==> config.mk <==
export PLATFORM = sky130hd
export DESIGN_NAME = hazard_ctrl
export DESIGN_NICKNAME = d
export VERILOG_FILES = /design/src/rtl/hazard_ctrl_pkg.sv /design/src/rtl/hazard_ctrl_md_busy_tracker.sv /design/src/rtl/hazard_ctrl.sv
export SDC_FILE = /design/constraint.sdc
export NUM_CORES = 1
export LEC_CHECK = 0
export BUFFER_PORTS_ARGS = -buffer_cell sky130_fd_sc_hd__buf_4
export CELL_PAD_IN_SITES_DETAIL_PLACEMENT = 1
export CELL_PAD_IN_SITES_GLOBAL_PLACEMENT = 2
export CORE_ASPECT_RATIO = 1.25
export CORE_MARGIN = 1.5
export CORE_UTILIZATION = 22
export DETAILED_ROUTE_END_ITERATION = 12
export PLACE_DENSITY_LB_ADDON = 0.1
export SYNTH_ARGS = -nofsm -noshare
export SYNTH_HDL_FRONTEND = slang
export SYNTH_HIERARCHICAL = 1
export SYNTH_SLANG_ARGS = --single-unit
==> constraint.sdc <==
create_clock -name clk -period 3.2 [get_ports clk]
set_input_delay 0.16 -clock clk [delete_from_list [all_inputs] [get_ports clk]]
set_output_delay 0.16 -clock clk [all_outputs]
set_load 0.05 [all_outputs]
==> src/rtl/hazard_ctrl_pkg.sv <==
// Shared encodings for the pipeline hazard controller: Tuse/Tnew codes,
// MUL/DIV tracker state encoding and default unit latencies.
// The optional statistics counters in hazard_ctrl are built only when
// HAZARD_CTRL_STAT_EN is defined.
package hazard_ctrl_pkg;

    // A Tuse of 3 marks an operand the D instruction never reads.
    localparam logic [1:0] TUSE_NONE = 2'd3;

    // Tnew codes carried by the producing stage.
    localparam logic [1:0] TNEW_DONE = 2'd0;
    localparam logic [1:0] TNEW_ALU  = 2'd1;
    localparam logic [1:0] TNEW_LOAD = 2'd2;

    // Default MUL/DIV busy lengths in cycles (legal range 1..15).
    localparam int DEF_MULT_CYCLES = 5;
    localparam int DEF_DIV_CYCLES  = 10;

    // MUL/DIV tracker states.
    typedef enum logic [0:0] {
        MD_IDLE = 1'b0,
        MD_BUSY = 1'b1
    } md_state_e;

    // True when a D-stage source operand must wait for a producer in E or M.
    // Register 0 is hard-wired and never creates a dependence; an unused
    // operand (Tuse = 3) can never be younger than any Tnew.
    function automatic logic operand_stall(
        input logic [4:0] src,
        input logic [1:0] tuse,
        input logic [4:0] e_wreg,
        input logic [1:0] e_tnew,
        input logic [4:0] m_wreg,
        input logic [1:0] m_tnew
    );
        logic hit_e;
        logic hit_m;
        hit_e = (src == e_wreg) && (tuse < e_tnew);
        hit_m = (src == m_wreg) && (tuse < m_tnew);
        if ((src == 5'd0) || (tuse == TUSE_NONE)) begin
            return 1'b0;
        end
        return hit_e || hit_m;
    endfunction

endpackage

==> src/rtl/hazard_ctrl_md_busy_tracker.sv <==
// MUL/DIV busy tracker: a two-state FSM and a 4-bit down-counter that
// report how many more cycles the multi-cycle unit stays occupied.
// A start while already busy cannot happen in a correctly stalled pipeline
// and is ignored here.
module hazard_ctrl_md_busy_tracker
    import hazard_ctrl_pkg::*;
#(
    parameter int MULT_CYCLES = DEF_MULT_CYCLES,
    parameter int DIV_CYCLES  = DEF_DIV_CYCLES
) (
    input  logic       clk,
    input  logic       reset,
    input  logic       md_start,
    input  logic       md_is_div,
    output md_state_e  md_state,
    output logic       mdBusy,
    output logic [3:0] mdCount
);

    localparam logic [3:0] MULT_LOAD = 4'(MULT_CYCLES);
    localparam logic [3:0] DIV_LOAD  = 4'(DIV_CYCLES);

    md_state_e  state_q;
    md_state_e  state_d;
    logic [3:0] cnt_q;
    logic [3:0] cnt_d;

    // State and counter registers; reset drops any pending operation at once.
    always_ff @(posedge clk or negedge reset) begin
        if (!reset) begin
            state_q <= MD_IDLE;
            cnt_q   <= 4'd0;
        end else begin
            state_q <= state_d;
            cnt_q   <= cnt_d;
        end
    end

    // Next-state and counter logic: load on start, count down to zero while busy.
    always_comb begin
        state_d = state_q;
        cnt_d   = cnt_q;
        case (state_q)
            MD_IDLE: begin
                cnt_d = 4'd0;
                if (md_start) begin
                    cnt_d   = md_is_div ? DIV_LOAD : MULT_LOAD;
                    state_d = MD_BUSY;
                end
            end
            MD_BUSY: begin
                if (cnt_q == 4'd1) begin
                    cnt_d   = 4'd0;
                    state_d = MD_IDLE;
                end else begin
                    cnt_d = cnt_q - 4'd1;
                end
            end
            default: begin
                cnt_d   = 4'd0;
                state_d = MD_IDLE;
            end
        endcase
    end

    assign md_state = state_q;
    assign mdBusy   = (state_q == MD_BUSY);
    assign mdCount  = cnt_q;

endmodule

==> src/rtl/hazard_ctrl.sv <==
// Pipeline sequencing controller for the five-stage core. Combines Tuse/Tnew
// data-hazard detection against the E and M stages with the MUL/DIV busy
// tracker, and drives the PC enable, IF/ID enable and ID/EX flush.
// Define HAZARD_CTRL_STAT_EN to add the stallCycles / mdStallCycles counters.
// The stall decision is combinational; there is no handshake on any port,
// every output is meaningful every cycle.
module hazard_ctrl
    import hazard_ctrl_pkg::*;
#(
    parameter int MULT_CYCLES = DEF_MULT_CYCLES,
    parameter int DIV_CYCLES  = DEF_DIV_CYCLES
) (
    input  logic        clk,
    input  logic        reset,
    input  logic [4:0]  D_rs,
    input  logic [4:0]  D_rt,
    input  logic [1:0]  D_tuseRs,
    input  logic [1:0]  D_tuseRt,
    input  logic        D_isMd,
    input  logic [4:0]  E_wReg,
    input  logic [1:0]  E_tNew,
    input  logic [4:0]  M_wReg,
    input  logic [1:0]  M_tNew,
    input  logic        E_mdStart,
    input  logic        E_mdIsDiv,
    output logic        pcEnable,
    output logic        D_regEnable,
    output logic        E_regFlush,
    output logic        mdBusy,
    output logic [3:0]  mdCount
`ifdef HAZARD_CTRL_STAT_EN
    ,
    output logic [31:0] stallCycles,
    output logic [31:0] mdStallCycles
`endif
);

    md_state_e md_state;
    logic      stall_rs;
    logic      stall_rt;
    logic      stall_md;
    logic      stall;

    hazard_ctrl_md_busy_tracker #(
        .MULT_CYCLES (MULT_CYCLES),
        .DIV_CYCLES  (DIV_CYCLES)
    ) u_md_busy_tracker (
        .clk       (clk),
        .reset     (reset),
        .md_start  (E_mdStart),
        .md_is_div (E_mdIsDiv),
        .md_state  (md_state),
        .mdBusy    (mdBusy),
        .mdCount   (mdCount)
    );

    // Stall decision: operand dependences plus any MD access while the unit
    // is occupied or being started by the instruction now in E.
    always_comb begin
        stall_rs = operand_stall(D_rs, D_tuseRs, E_wReg, E_tNew, M_wReg, M_tNew);
        stall_rt = operand_stall(D_rt, D_tuseRt, E_wReg, E_tNew, M_wReg, M_tNew);
        stall_md = D_isMd && ((md_state == MD_BUSY) || E_mdStart);
        stall    = stall_rs || stall_rt || stall_md;
    end

    // Pipeline control; while reset is low fetch and decode hold and E gets nops.
    always_comb begin
        pcEnable    = reset && !stall;
        D_regEnable = reset && !stall;
        E_regFlush  = !reset || stall;
    end

`ifdef HAZARD_CTRL_STAT_EN
    // Free-running stall statistics, wrapping at 2^32.
    always_ff @(posedge clk or negedge reset) begin
        if (!reset) begin
            stallCycles   <= 32'd0;
            mdStallCycles <= 32'd0;
        end else begin
            if (stall) begin
                stallCycles <= stallCycles + 32'd1;
            end
            if (stall_md) begin
                mdStallCycles <= mdStallCycles + 32'd1;
            end
        end
    end
`endif

endmodule

* Word level (Yosys, flattened, before mapping)
Index checks and enable logic that the tools add are counted.
Storage, ports and cells: input port bits 33, output and inout port bits 8, register bits after elaboration 5, logic and storage cells 46
Cells by class: muxes and demuxes 13, bitwise logic cells 1, $add $sub $neg 1, equality and inequality tests 7, reductions and logical operators 18, magnitude comparators 4
Operator list (count):
- 5-bit equality test | 4
- 4-bit 2-to-1 mux | 3
- 5-bit zero test | 2
- 1-bit logical OR | 8
- 2-bit less-than comparator | 4
- 1-bit 2-to-1 mux | 8
- 4-bit one-hot mux with 2 select lines | 1
- 1-bit logical AND | 6
- 2-bit equality test (second input constant) | 2
- 4-bit by 1-bit equality test with 1-bit output (second input constant) | 1
- 4-bit by 1-bit subtractor with 4-bit output (second input constant) | 1
- 1-bit zero test | 2
- 1-bit one-hot mux with 2 select lines | 1
- 1-bit NOT | 1

* Logic depth before layout (Yosys ltp)
Gate-level depths: netlist of run 1.
word-level depth 8, mapped depth 7, gate-level depth less buffers 6

* Cells and area by module
Netlist of run 1, hierarchy kept.
Modules (own cells, without submodules):
- hazard_ctrl | area an instance 377.9 sq um, times used 1, cells each 51, sequential area each 0.0 sq um
- hazard_ctrl_md_busy_tracker | area an instance 242.7 sq um, times used 1, cells each 23, sequential area each 125.1 sq um

* Least setup slack after synthesis of run 1
OpenSTA, ideal clock, no wires.
path type register to output, start register u_md_busy_tracker.state_q (netlist: u_md_busy_tracker/mdBusy), end output port pcEnable, required time 3.040 ns, stages on the path, launching flop included 6, setup slack 0.563 ns, path buffers 2, arrival time 2.477 ns, cells stage by stage dfrtp_1 > buf_4 > o21ai_0 > nand2_1 > nor3_1 > buf_4
Between the ends: longest elaborated chain between the ends 5
Ends and longest elaborated chain:
- start: declaration | RTL line hazard_ctrl_md_busy_tracker.sv:23 | md_state_e state_q;
- start signal: assignment | RTL line hazard_ctrl_md_busy_tracker.sv:34 | state_q <= state_d;
- 1-bit logical OR | RTL line hazard_ctrl.sv:62 | stall_md = D_isMd && ((md_state == MD_BUSY) || E_mdStart);
- 1-bit logical AND | RTL line hazard_ctrl.sv:62
- 1-bit logical OR | RTL line hazard_ctrl.sv:63 | stall = stall_rs || stall_rt || stall_md;
- 1-bit zero test
- 1-bit logical AND
- end: declaration | RTL line hazard_ctrl.sv:26 | output logic pcEnable,
Every way passes these cells.

* Worst setup path in the final report of run 1
start input port D_tuseRt[1], end output port E_regFlush
Between the ends: longest elaborated chain between the ends 7, elaborated cells between the ends (all ways) 12, classes of those cells order compare (2); eq/ne (1); mux (2); reduce/logical (7)
Ends and longest elaborated chain:
- start: declaration | RTL line hazard_ctrl.sv:18 | input logic [1:0] D_tuseRt,
- 2-bit less-than comparator (tied with other cells) | RTL line hazard_ctrl_pkg.sv:38 | hit_e = (src == e_wreg) && (tuse < e_tnew);
- 1-bit logical AND (tied with other cells) | RTL line hazard_ctrl_pkg.sv:38
- 1-bit logical OR or 1-bit 2-to-1 mux (tied branches) | RTL line hazard_ctrl_pkg.sv:43, hazard_ctrl_pkg.sv:40
- 1-bit 2-to-1 mux (*) | RTL line hazard_ctrl_pkg.sv:43 | return hit_e || hit_m;
- 1-bit logical OR (*) (2 in series) | RTL line hazard_ctrl.sv:63
- 1-bit logical OR (*) | RTL line hazard_ctrl.sv:70 | E_regFlush = !reset || stall;
- end: declaration | RTL line hazard_ctrl.sv:28 | output logic E_regFlush,
Mark *: on every way between the ends. The rest lies on a longest branch, timed or not.

==> results.json, run 1 <==
{
  "post-place-ws_ns": 1.34,
  "worstSetupStartpointType": "input port",
  "ys_ff_latch": 5,
  "htreeDepth": 1,
  "synth_flop_cell": "dfrtp_1",
  "grt_pass1_wl_um": 3330,
  "setup_ws_ns": 1.39,
  "yosysTopAreaCell": "dfrtp_1",
  "gp_congestion": 0.719,
  "ant_nets": 0,
  "final_cell_area_sq_um": 985,
  "num_antenna_cells": 0,
  "synth_cell_types": 20,
  "wl_um": 2060,
  "setup_tns_ns": 0,
  "setup-violations-final": 0,
  "numPortBuffers": 40,
  "path_clk_slew_ns": 0.04,
  "worst_pin_slew_ns": 0.337,
  "chipHeight_um": 62.4,
  "antenna_found_initial": 0,
  "grtUsageTotal": 0.146,
  "synth_top_area_frac": 0.202,
  "syn_nets": 113,
  "synthMostInstantiatedCell": "xor2_1",
  "hold_path.class": "input port to register",
  "r2r_setup_slack_ns": 2.10,
  "power_density_nw_per_um2": 592,
  "power_leakage_nw": 0.474,
  "clock.fmax_mhz": 552,
  "fin_crit_sh": 0.566,
  "dieArea_sq_um": 3150,
  "cts.sinks": 5,
  "cp.required_ns": 3.04,
  "drtIter0Drc": 4,
  "dr_total_vias": 700,
  "clk_path_buf_depth": 2,
  "route.detailed.drc": 0,
  "ys_warn_count": 6,
  "boundaryPins": 41,
  "routed_via_density": 4.64,
  "critical_path_class": "input port to primary output",
  "cp.arrival_ns": 1.65,
  "postPlaceCellArea_sq_um": 948,
  "start_util": 0.232,
  "hold_violations": 0,
  "synth_cells": 74,
  "worstRegToRegCells": 3,
  "hold_depth": 2,
  "multi_input_area_sq_um": 454,
  "wire_per_inst_um": 13.6,
  "async_reset_ff_frac": 1.00,
  "power_uw": 583,
  "rsz0062_at_grt": "false",
  "grt_max_degree": 7,
  "grt_pass1_vias": 770,
  "cts_root_buf": "clkbuf_4",
  "slowest_stage": "a221oi_1",
  "endpoint_kind": "primary output",
  "synth-edff-count": 0,
  "cts_tree": "built",
  "area_growth_pct": 58.7,
  "clock_latency_ns": 0.26,
  "max-cap-violations": 0,
  "drive_gt1_frac": 0.376,
  "max_stage_delay_ns": 0.37,
  "maxSlewViolCount": 0,
  "netlist_area_sq_um": 621,
  "post-route-min-period_ns": 1.81,
  "ir_drop_mv": 0.400,
  "dr.pass1.iters": 3,
  "synth.top_cells.by_count": "xor2_1, xnor2_1, inv_1, ha_1, o21ai_0",
  "status": "completed",
  "hold_start": "E_mdIsDiv",
  "dp_cells": 146,
  "clock_skew_ns": 0.000568,
  "crit_path_max_fanout": 3,
  "slew_headroom": 0.775,
  "rows": 21,
  "cp_cell_sequence": "buf_4 > ha_1 > nor4_1 > nand4_1 > a221oi_1 > or3_1 > buf_4",
  "cts_buffers": 3,
  "min_to": "u_md_busy_tracker/mdCount[0]",
  "core_sq_um": 2680,
  "fillers": 353,
  "reg2reg_to": "u_md_busy_tracker/mdCount[2]",
  "die_w_um": 50.5,
  "nNetsFinal": 157,
  "netlist_top_cells_area": "dfrtp_1, xor2_1, xnor2_1, ha_1, o21ai_0",
  "yosysSeqAreaShare": 0.202,
  "seq_area_sq_um": 125,
  "grt_overflow": 0,
  "reg2reg_from": "u_md_busy_tracker/mdCount[0]",
  "path_common_cell": "buf_4",
  "syn_avg_cell_area_sq_um": 8.39,
  "layout.cells.non_filler": 151
}
[layer usage]
| metal | GRT usage | up-vias | part of all wire |
|---|---|---|---|
| li1 | - | 346 | - |
| met1 | 0.125 | 326 | 0.33 |
| met2 | 0.285 | 23 | 0.58 |
| met3 | 0.0263 | 5 | 0.059 |
| met4 | 0.101 | 0 | 0.030 |
| met5 | 0 | - | 0 |
[cells by family after synthesis]
| logic type | Yosys count | synth area share |
|---|---|---|
| fa+ha+maj | 6 | 0.121 |
| compound gates | 12 | 0.117 |
| simple gates | 20 | 0.183 |
| flops | 5 | 0.202 |
| buf+inv | 9 | 0.0665 |
| xor+xnor | 22 | 0.310 |
[critical path, delay by kind of cell]
kind | cells | cell delay, ns
adder cells (fa/ha/maj) | 1 | 0.20
AO/OA/AOI/OAI | 1 | 0.37
buffers and inverters | 2 | 0.31
AND/OR/NAND/NOR | 3 | 0.62
[registers in the layout, summed over array words and instances (netlist names)]
signal	cells
u_md_busy_tracker/mdBusy	1
u_md_busy_tracker/mdCount	4
[layout by cell type, fill, tap and decap left out]
cell type	count
o21ai_1	1
clkbuf_1	1
clkbuf_4	3
o21ai_0	6
or4_1	2
inv_1	7
xor2_1	12
o22ai_1	2
xnor2_1	10
nor2_1	3
a221oi_1	2
nor3_2	1
a21o_1	1
nand2_1	3
dfrtp_1	5
ha_1	6
dlygate4sd3_1	1
nor3_1	1
or3_1	1
nor4_1	4
nand3_1	1
nand4_1	4
buf_4	40
[area by class of cell]
class	instances	share of cell area
clock buffer	4	0.0267
sequential	5	0.127
inverter	7	0.0267
tap	34	0.0432
multi-input combinational	60	0.461
timing repair buffer	41	0.315
[report_power, final]
part           internal, mW  switching [mW]
Sequential           0.0955          0.0352
Combinational         0.143           0.230
Clock                0.0475          0.0310
Total                 0.286           0.296
[repair_timing]
item	CTS	global route
gates resized for setup	0	0
buffers inserted	0	0
hold buffers	1	0
endpoints found under the hold margin	5	0
[per-stage QoR]
stage,hold WS [ns],utilization
floorplan,-0.136,-
global placement,-0.0296,0.354
detailed placement,-0.0281,0.354
CTS,0.105,0.367
global route,0.100,0.367
finish,0.112,0.367
[worst max path at each step]
stage	start	to	depth (start not counted)
2_1_floorplan	u_md_busy_tracker/mdBusy	pcEnable	5
5_1_grt	M_tNew[1]	E_regFlush	8
3_3_place_gp	D_tuseRs[1]	E_regFlush	7
3_5_place_dp	M_tNew[1]	E_regFlush	8
4_1_cts	M_tNew[1]	E_regFlush	8
6_report	D_tuseRt[1]	E_regFlush	7
Power figures use the tool's default switching activity.
==> run 2, diff against run 1 <==
Settings changed: CORE_UTILIZATION 22 to 21.
Clock period 3.2 ns to 1.9 ns, I/O delays scaled along.
==> run 2 against run 1 <==
  * Via count stayed put
  * Sequential power is 65% higher
  * Design area is 2.7% higher
  * Global-route usage is 1.9 points lower
  * Critical path depth is 1 higher
  * Combinational power is 72% higher
  * Cell count is 1.3% higher
  * Register-to-register slack worse by 1.3 ns
  * Sequential cell count stayed put
  * Worst hold slack worse by 0.041 ns
  * Die area is 4.5% higher
  * Worst setup slack worse by 1.2 ns
==> results.json, run 2 (same netlist as run 1, synthesis figures left out) <==
{
  "cts_buffers": 3,
  "max-cap-violations": 0,
  "clock_skew_ns": 0.00435,
  "dr.pass1.iters": 4,
  "power_uw": 980,
  "post-route-min-period_ns": 1.72,
  "cp.required_ns": 1.80,
  "dr_total_vias": 700,
  "worstRegToRegCells": 4,
  "fillers": 345,
  "boundaryPins": 41,
  "max_stage_delay_ns": 0.35,
  "p_int_uw": 486,
  "core_sq_um": 2730,
  "htreeDepth": 1,
  "chipHeight_um": 63.8,
  "path_common_cell": "buf_4",
  "area_growth_pct": 62.9,
  "most-common-layout-cells": "buf_4, xor2_1, xnor2_1",
  "die_w_um": 51.6,
  "top_usage_layer": "met2",
  "ant_nets": 0,
  "critPathTopFamily": "buffers and inverters",
  "path_clk_slew_ns": 0.04,
  "nNetsFinal": 159,
  "gp_congestion": 0.742,
  "rows": 21,
  "fin_crit_sh": 0.903,
  "grt_pass1_vias": 712,
  "largest_reg_flops": 4,
  "rsz0062_at_grt": "false",
  "slowest_stage": "a221oi_1",
  "critical_path_class": "input port to primary output",
  "p_sw_uw": 493,
  "power.share.clock": 0.122,
  "cp.arrival_ns": 1.62,
  "cts_setup_buffers": 0,
  "grt_pass1_wl_um": 3170,
  "num_antenna_cells": 0,
  "grt_use_met2": 0.200,
  "setup_ws_ns": 0.184,
  "clk_path_buf_depth": 2,
  "setup_tns_ns": 0,
  "cp_num_cells": 8,
  "clock_latency_ns": 0.24,
  "post-place-ws_ns": 0.187,
  "cts_root_buf": "clkbuf_4",
  "start_util": 0.227,
  "grtUsageTotal": 0.126,
  "cts.sinks": 5,
  "grt_use_met1": 0.179,
  "hpwl_um": 1760,
  "netSwitchingFraction": 0.504,
  "routed_via_density": 4.58,
  "combPwrFrac": 0.657,
  "hold_path.class": "input port to register",
  "crit_path_max_fanout": 3,
  "maxSlewViolCount": 0,
  "antenna_found_initial": 0,
  "clock.fmax_mhz": 583,
  "power_density_nw_per_um2": 969,
  "numPortBuffers": 40,
  "slew_headroom": 0.768,
  "cts_tree": "built",
  "route.detailed.drc": 0,
  "drtIter0Drc": 4,
  "drive_gt1_frac": 0.395,
  "use_met3": 0.0327,
  "grt_max_degree": 7,
  "wire_per_inst_um": 12.7,
  "hold_violations": 0,
  "power_frac_seq": 0.221,
  "power_leakage_nw": 0.488,
  "status": "completed",
  "worst_pin_slew_ns": 0.348,
  "grt_overflow": 0,
  "setup-violations-final": 0,
  "layout_commonest_cell": "buf_4",
  "cp_cell_sequence": "buf_4 > ha_1 > nor4_1 > nand4_1 > a221oi_1 > buf_4 > nor3_4 > buf_4",
  "wl_um": 1940,
  "endpoint_kind": "primary output",
  "path_buf_inv": 3,
  "dieArea_sq_um": 3290,
  "ir_drop_mv": 0.696,
  "worstSetupStartpointType": "input port",
  "hold_depth": 2
}
==> run 2: cell types whose count changed in the layout (fill, tap and decap cells not counted), sizes merged <==
| cell | before | now |
|---|---|---|
| buf | 40 | 42 |
==> run 2: repair_timing <==
item                      4_1_cts  5_1_grt
hold buffers                    1        0
gates resized for setup         0        0
hold endpoints to repair        5        0
==> run 2: final timing paths <==
| check | slack, ns | startpoint | end |
|---|---|---|---|
| hold reg to reg | 0.58 | u_md_busy_tracker/mdCount[0] | u_md_busy_tracker/mdCount[0] |
| setup reg to reg | 0.76 | u_md_busy_tracker/mdCount[0] | u_md_busy_tracker/mdCount[2] |
| min in group asynchronous | 0.20 | reset | u_md_busy_tracker/mdCount[2] |
| max in group asynchronous | 1.59 | reset | u_md_busy_tracker/mdBusy |
| hold / removal | 0.07 | E_mdIsDiv | u_md_busy_tracker/mdCount[2] |
| setup / recovery | 0.18 | D_tuseRt[1] | pcEnable |
==> run 2: power groups by stage <==
stage / combinational [mW] / sequential (mW) / clock (mW)
floorplan: 0.259 / 0.387 / 0
global placement: 0.639 / 0.218 / 0
detailed placement: 0.641 / 0.219 / 0
CTS: 0.653 / 0.218 / 0.123
global route: 0.700 / 0.227 / 0.128
finish: 0.643 / 0.216 / 0.120
==> run 2: final cells by class <==
type	instances	area, sq um	share of cell area
clock buffers	4	26.3	0.0260
inverters	7	26.3	0.0260
multi-input cells	60	465	0.460
flip-flops and latches	5	125	0.124
well taps	34	42.5	0.0421
repair buffers	43	325	0.322
==> run 2: routing by layer <==
metal | vias to the layer above | share of wire
li1 | 351 | -
met2 | 27 | 0.48
met4 | 0 | 0
met5 | - | 0
met1 | 322 | 0.45
met3 | 0 | 0.067
==> run 2: metrics by stage <==
stage	util	hold slack, ns	cells	area [sq um]
after floorplan	-	-0.201	74	632
after global placement	0.357	-0.0964	148	975
after detailed placement	0.357	-0.0960	148	975
after CTS	0.370	0.0689	153	1010
after global routing	0.370	0.0799	153	1010
final	0.370	0.0709	153	1010
